===== src/rtl/transformer_accel_pkg.sv =====
// Shared types and defaults for the transformer accelerator datapath blocks.
package transformer_accel_pkg;

  localparam int BITWIDTH_DEFAULT = 16;

  typedef enum logic [1:0] {
    ST_IDLE  = 2'd0,
    ST_FILL  = 2'd1,
    ST_DRAIN = 2'd2
  } row_state_t;

  // Bits needed to hold a count in the range 0..n inclusive.
  function automatic int count_width(input int n);
    return $clog2(n + 1);
  endfunction

endpackage


===== src/rtl/row_buffer.sv =====
// Row storage: one synchronous write port and one combinational read port.
// Contents are deliberately not reset; the control path tracks what is valid.
module row_buffer
  import transformer_accel_pkg::*;
#(
  parameter  int BITWIDTH = BITWIDTH_DEFAULT,
  parameter  int ROW_LEN  = 8,
  localparam int AW       = $clog2(ROW_LEN)
) (
  input  logic                clk,
  input  logic                i_wr_en,
  input  logic [AW-1:0]       i_wr_addr,
  input  logic [BITWIDTH-1:0] i_wr_data,
  input  logic [AW-1:0]       i_rd_addr,
  output logic [BITWIDTH-1:0] o_rd_data
);

  logic [BITWIDTH-1:0] r_mem [ROW_LEN];

  always_ff @(posedge clk) begin
    if (i_wr_en) begin
      r_mem[i_wr_addr] <= i_wr_data;
    end
  end

  assign o_rd_data = r_mem[i_rd_addr];

endmodule


===== src/rtl/row_max_drain.sv =====
// Captures one row from the last-row PE bus while tracking its signed maximum,
// then drains every buffered word minus that maximum, saturated at the bottom.
module row_max_drain
  import transformer_accel_pkg::*;
#(
  parameter int BITWIDTH = BITWIDTH_DEFAULT,
  parameter int ROW_LEN  = 8
) (
  input  logic                clk,
  input  logic                reset,
  input  logic [BITWIDTH-1:0] in_data,
  input  logic                in_valid,
  input  logic                in_last,
  output logic                in_ready,
  output logic [BITWIDTH-1:0] out_data,
  output logic                out_valid,
  output logic                out_last,
  input  logic                out_ready,
  output logic [BITWIDTH-1:0] row_max,
  output logic                err_overflow
);

  localparam int AW = $clog2(ROW_LEN);
  localparam int CW = count_width(ROW_LEN);
  localparam logic [CW-1:0]       LEN_C = CW'(ROW_LEN);
  localparam logic [BITWIDTH-1:0] MIN_C = {1'b1, {(BITWIDTH-1){1'b0}}};

  row_state_t          r_state;
  logic                r_run;
  logic [CW-1:0]       r_count;
  logic [CW-1:0]       r_idx;
  logic [BITWIDTH-1:0] r_max;
  logic                r_err;

  logic                  w_accept;
  logic                  w_close;
  logic                  w_out_last;
  logic [CW-1:0]         w_count_inc;
  logic [BITWIDTH-1:0]   w_rd_data;
  logic signed [BITWIDTH:0] w_diff;

  // One stage only, so the first state change lands on the second edge after release.
  always_ff @(posedge clk or negedge reset) begin
    if (!reset) begin
      r_run <= 1'b0;
    end else begin
      r_run <= 1'b1;
    end
  end

  assign in_ready    = (r_state != ST_DRAIN);
  assign w_accept    = in_valid && in_ready && r_run;
  assign w_count_inc = r_count + 1'b1;
  assign w_close     = in_last || (w_count_inc == LEN_C);
  assign w_out_last  = (r_idx == r_count - 1'b1);

  always_ff @(posedge clk or negedge reset) begin
    if (!reset) begin
      r_state <= ST_IDLE;
      r_count <= '0;
      r_idx   <= '0;
      r_max   <= '0;
      r_err   <= 1'b0;
    end else begin
      r_err <= 1'b0;
      case (r_state)
        ST_IDLE, ST_FILL: begin
          if (w_accept) begin
            r_count <= w_count_inc;
            // First word of a row seeds the maximum; ties keep the older value.
            if ((r_count == '0) || ($signed(in_data) > $signed(r_max))) begin
              r_max <= in_data;
            end
            if (w_close) begin
              r_state <= ST_DRAIN;
              r_err   <= ~in_last;
            end else begin
              r_state <= ST_FILL;
            end
          end
        end
        ST_DRAIN: begin
          if (out_ready) begin
            if (w_out_last) begin
              r_state <= ST_IDLE;
              r_count <= '0;
              r_idx   <= '0;
            end else begin
              r_idx <= r_idx + 1'b1;
            end
          end
        end
        default: r_state <= ST_IDLE;
      endcase
    end
  end

  row_buffer #(
    .BITWIDTH (BITWIDTH),
    .ROW_LEN  (ROW_LEN)
  ) u_row_buffer (
    .clk       (clk),
    .i_wr_en   (w_accept),
    .i_wr_addr (r_count[AW-1:0]),
    .i_wr_data (in_data),
    .i_rd_addr (r_idx[AW-1:0]),
    .o_rd_data (w_rd_data)
  );

  // One extra bit so the difference cannot wrap before saturation is judged.
  assign w_diff = $signed({w_rd_data[BITWIDTH-1], w_rd_data})
                - $signed({r_max[BITWIDTH-1], r_max});

  always_comb begin
    out_data = '0;
    if (r_state == ST_DRAIN) begin
      out_data = (w_diff[BITWIDTH] != w_diff[BITWIDTH-1]) ? MIN_C : w_diff[BITWIDTH-1:0];
    end
  end

  assign out_valid    = (r_state == ST_DRAIN);
  assign out_last     = out_valid && w_out_last;
  assign row_max      = r_max;
  assign err_overflow = r_err;

endmodule

===== config.mk =====
export PLATFORM = sky130hd
export DESIGN_NAME = row_max_drain
export DESIGN_NICKNAME = d
export VERILOG_FILES = /design/src/rtl/transformer_accel_pkg.sv /design/src/rtl/row_buffer.sv /design/src/rtl/row_max_drain.sv
export SDC_FILE = /design/constraint.sdc
export NUM_CORES = 1
export LEC_CHECK = 0
export ABC_AREA = 0
export ABC_CLOCK_PERIOD_IN_PS = 8600
export BUFFER_PORTS_ARGS = -buffer_cell sky130_fd_sc_hd__buf_2
export CORE_MARGIN = 2
export CORE_UTILIZATION = 40
export DETAILED_ROUTE_END_ITERATION = 16
export PLACE_DENSITY = 0.59
export SETUP_SLACK_MARGIN = 0.05
export SLEW_MARGIN = 0
export SYNTH_ARGS = -nofsm -noshare
export SYNTH_HDL_FRONTEND = slang
export SYNTH_HIERARCHICAL = 1
export SYNTH_SLANG_ARGS = --single-unit

===== constraint.sdc =====
create_clock -name clk -period 8.6 [get_ports clk]
set_input_delay 1.29 -clock clk [delete_from_list [all_inputs] [get_ports clk]]
set_output_delay 1.29 -clock clk [all_outputs]
set_load 0.02 [all_outputs]

==> results_dict.tcl <==
set metrics [dict create \
    grtUsageTotal_pct 18.82 \
    syn-num-nets 551 \
    drv_slew 0 \
    drive_above_1_share_pct 23.60 \
    syn_area_per_cell_um2 15.47 \
    grt_max_degree 38 \
    fin_crit_ns 7.100 \
    syn_area_mm2 0.007612 \
    setup_viol 0 \
    max_slew.worst_pin.slew_ns 1.230 \
    synth-edff-count 128 \
    via_count 4468 \
    portBuffers 56 \
    leakage_uw 0.003363 \
    cts_tree "yes" \
    finalNetCount 618 \
    clockBufferDepth 2 \
    gp_congestion 0.8551 \
    ant_nets 0 \
    core_area_mm2 0.01871 \
    area_growth_pct 14.99 \
    ys_seq_elements 156 \
    cp_max_fo 37 \
    numCtsBuffers 17 \
    hpwl_mm 11.71 \
    tns_ns 0 \
    final.period_utilization_pct 82.56 \
    synth_area_leaders "edfxtp_1 50%, mux4_1 9.7%, dfrtp_1 9.2%, ha_1 6.1%, mux2_2 2.4%" \
    design.die.area_mm2 0.02015 \
    ir_drop_mv 0.2116 \
    clkSinkCount 156 \
    outcome "complete, no violations" \
    cts_root_buffer "clkbuf_16" \
    p_per_area_mw_per_mm2 400.3 \
    drt-vias-per-instance 5.543 \
    die_y_um 142.0 \
    synth_top_area_share_pct 50.49 \
    synth.most_common_cell "edfxtp_1" \
    slew-limit-headroom_pct 17.67 \
    cp_data_required_time_ns 7.31 \
    cts.clk_slew.worst_paths_ns 0.06 \
    antenna_found_initial 0 \
    clock_skew_ns 0.01011 \
    yosys.area.top_type "edfxtp_1" \
    cts_hold_buf 0 \
    crit_type "register to output pin" \
    post_cts_buffers 0 \
    cp.arrival_ns 5.81 \
    drc 0 \
    wl_mm 17.70 \
    synth_top_flop_cell "edfxtp_1" \
    synthCells 492 \
    hold_violations 0 \
    antenna_cells 0 \
    clock_latency_ns 0.43 \
    postSynth.asyncResetShare_pct 17.95 \
    initial_utilization_pct 40.70 \
    yosysSeqAreaShare_pct 59.70 \
    wl_per_cell_um 21.96 \
    yosys-top-cells-count "128 x edfxtp_1, 37 x ha_1, 29 x nor2_1" \
    hp-class "register to register" \
    critPathCaptureType "output pin" \
    rsz0062_at_grt "no" \
    overflow 0 \
    place_area_mm2 0.008160 \
    yosys_warnings 6 \
    cts_resized 0 \
    fp.dieW_um 142.0 \
    grt_pass1_vias 4625 \
    drt_iter0_markers 297 \
    htreeDepth 4 \
    timing.fmax_ghz 0.1408 \
    drtPass1Iterations 5 \
    n_fill_cell 1637 \
    row_count 50 \
    io_pins 57 \
    cp-start-kind "register" \
    synth_cell_type_count 58 \
    grt_pass1_wl_mm 27.29 \
    drv_cap 0 \
    final_design_area_no_fill_mm2 0.008753 \
]
[cells by family after synthesis]
kind of cell	share of synthesized area, %
xor gates and xnor gates	1.611
and+or+nand+nor	7.873
DFF	59.70
other	0.04926
adders and majority gates	6.344
muxes	16.07
AOI/OAI and AO/OA	5.703
buffers and inverters	2.646
[layer usage]
metal  vias to the layer above  part of all wire (%)  GRT usage [%]
met5                         -                     0              0
met2                       144                    49          31.22
met1                      2237                    42          23.77
li1                       2063                     -              -
met3                        24                   6.1          5.720
met4                         0                   2.1          6.105
[power by group]
part / internal (µW) / leakage (µW) / switching (µW)
Clock: 447 / 0.000287 / 308
Combinational: 720 / 0.00158 / 990
Sequential: 910 / 0.00149 / 129
Total: 2080 / 0.00336 / 1430
[cell usage in the layout (no fill, tap or decap), types with 5 or more instances in the layout]
| master | n |
|---|---|
| o21ai_1 | 6 |
| clkbuf_16 | 17 |
| nand2b_1 | 11 |
| buf_4 | 9 |
| nor2_1 | 29 |
| a21o_1 | 7 |
| mux4_1 | 28 |
| o21ai_0 | 7 |
| ha_1 | 37 |
| nand2_1 | 26 |
| buf_2 | 56 |
| mux2_2 | 16 |
| edfxtp_1 | 128 |
| nor3_1 | 9 |
| mux2_4 | 10 |
| xnor2_1 | 9 |
| xor2_1 | 5 |
| mux2_1 | 6 |
| nand3_1 | 8 |
| inv_1 | 25 |
| a21oi_1 | 18 |
| inv_6 | 5 |
| dfrtp_1 | 27 |
[final timing paths]
| path | startpoint | to | slack (ns) | depth (start not counted) |
|---|---|---|---|---|
| setup / recovery | r_idx[0] | out_data[10] | 1.50 | 14 |
| max in group asynchronous | reset | r_idx[0] | 7.10 | 1 |
| min in group asynchronous | reset | r_count[1] | 0.94 | 1 |
| hold / removal | r_state[1] | r_state[0] | 0.48 | 1 |
| hold reg to reg | r_state[1] | r_state[0] | 0.48 | 1 |
| setup reg to reg | row_max[13] | row_max[7] | 5.74 | 7 |
[worst max-delay path, cell delays in order, from the launching register on]
cell      delay (ns)
dfrtp_2         1.10
mux4_1          0.65
mux2_2          0.28
ha_1            0.37
a21oi_1         0.21
nand2_1         0.11
a221o_1         0.38
a21oi_1         0.28
nor3_1          0.09
nor3_1          0.19
ha_1            0.26
nand2b_1        0.44
or4b_1          0.60
o211ai_1        0.18
buf_2           0.19
[flip-flops by register name, indices dropped and copies added (netlist names)]
register / count
row_max: 16
r_state: 2
r_run: 1
r_count: 4
r_idx: 4
u_row_buffer/r_mem: 128
err_overflow: 1
[stage by stage]
step | instances | power (µW) | setup slack [ns] | hold slack, ns | util, %
6_report | 806 | 3504 | 1.500 | 0.4789 | 46.80
3_5_place_dp | 774 | 2756 | 1.948 | 0.4796 | 43.63
3_3_place_gp | 774 | 2716 | 2.147 | 0.4551 | 43.63
4_1_cts | 806 | 3523 | 1.477 | 0.4797 | 46.80
5_1_grt | 806 | 3733 | 1.209 | 0.5000 | 46.80
2_1_floorplan | 492 | 2296 | 3.010 | 0.4369 | -
[area by class of cell]
type | count | area (µm²) | share of cell area [%]
multi-input combinational | 293 | 2877 | 32.86
timing repair buffer | 65 | 347.8 | 3.974
clock buffer | 21 | 460.4 | 5.260
inverter | 26 | 97.59 | 1.115
sequential | 156 | 4546 | 51.93
clock inverter | 11 | 132.6 | 1.515
tap | 234 | 292.8 | 3.345
Note: power is estimated with default switching activity, not from simulation.
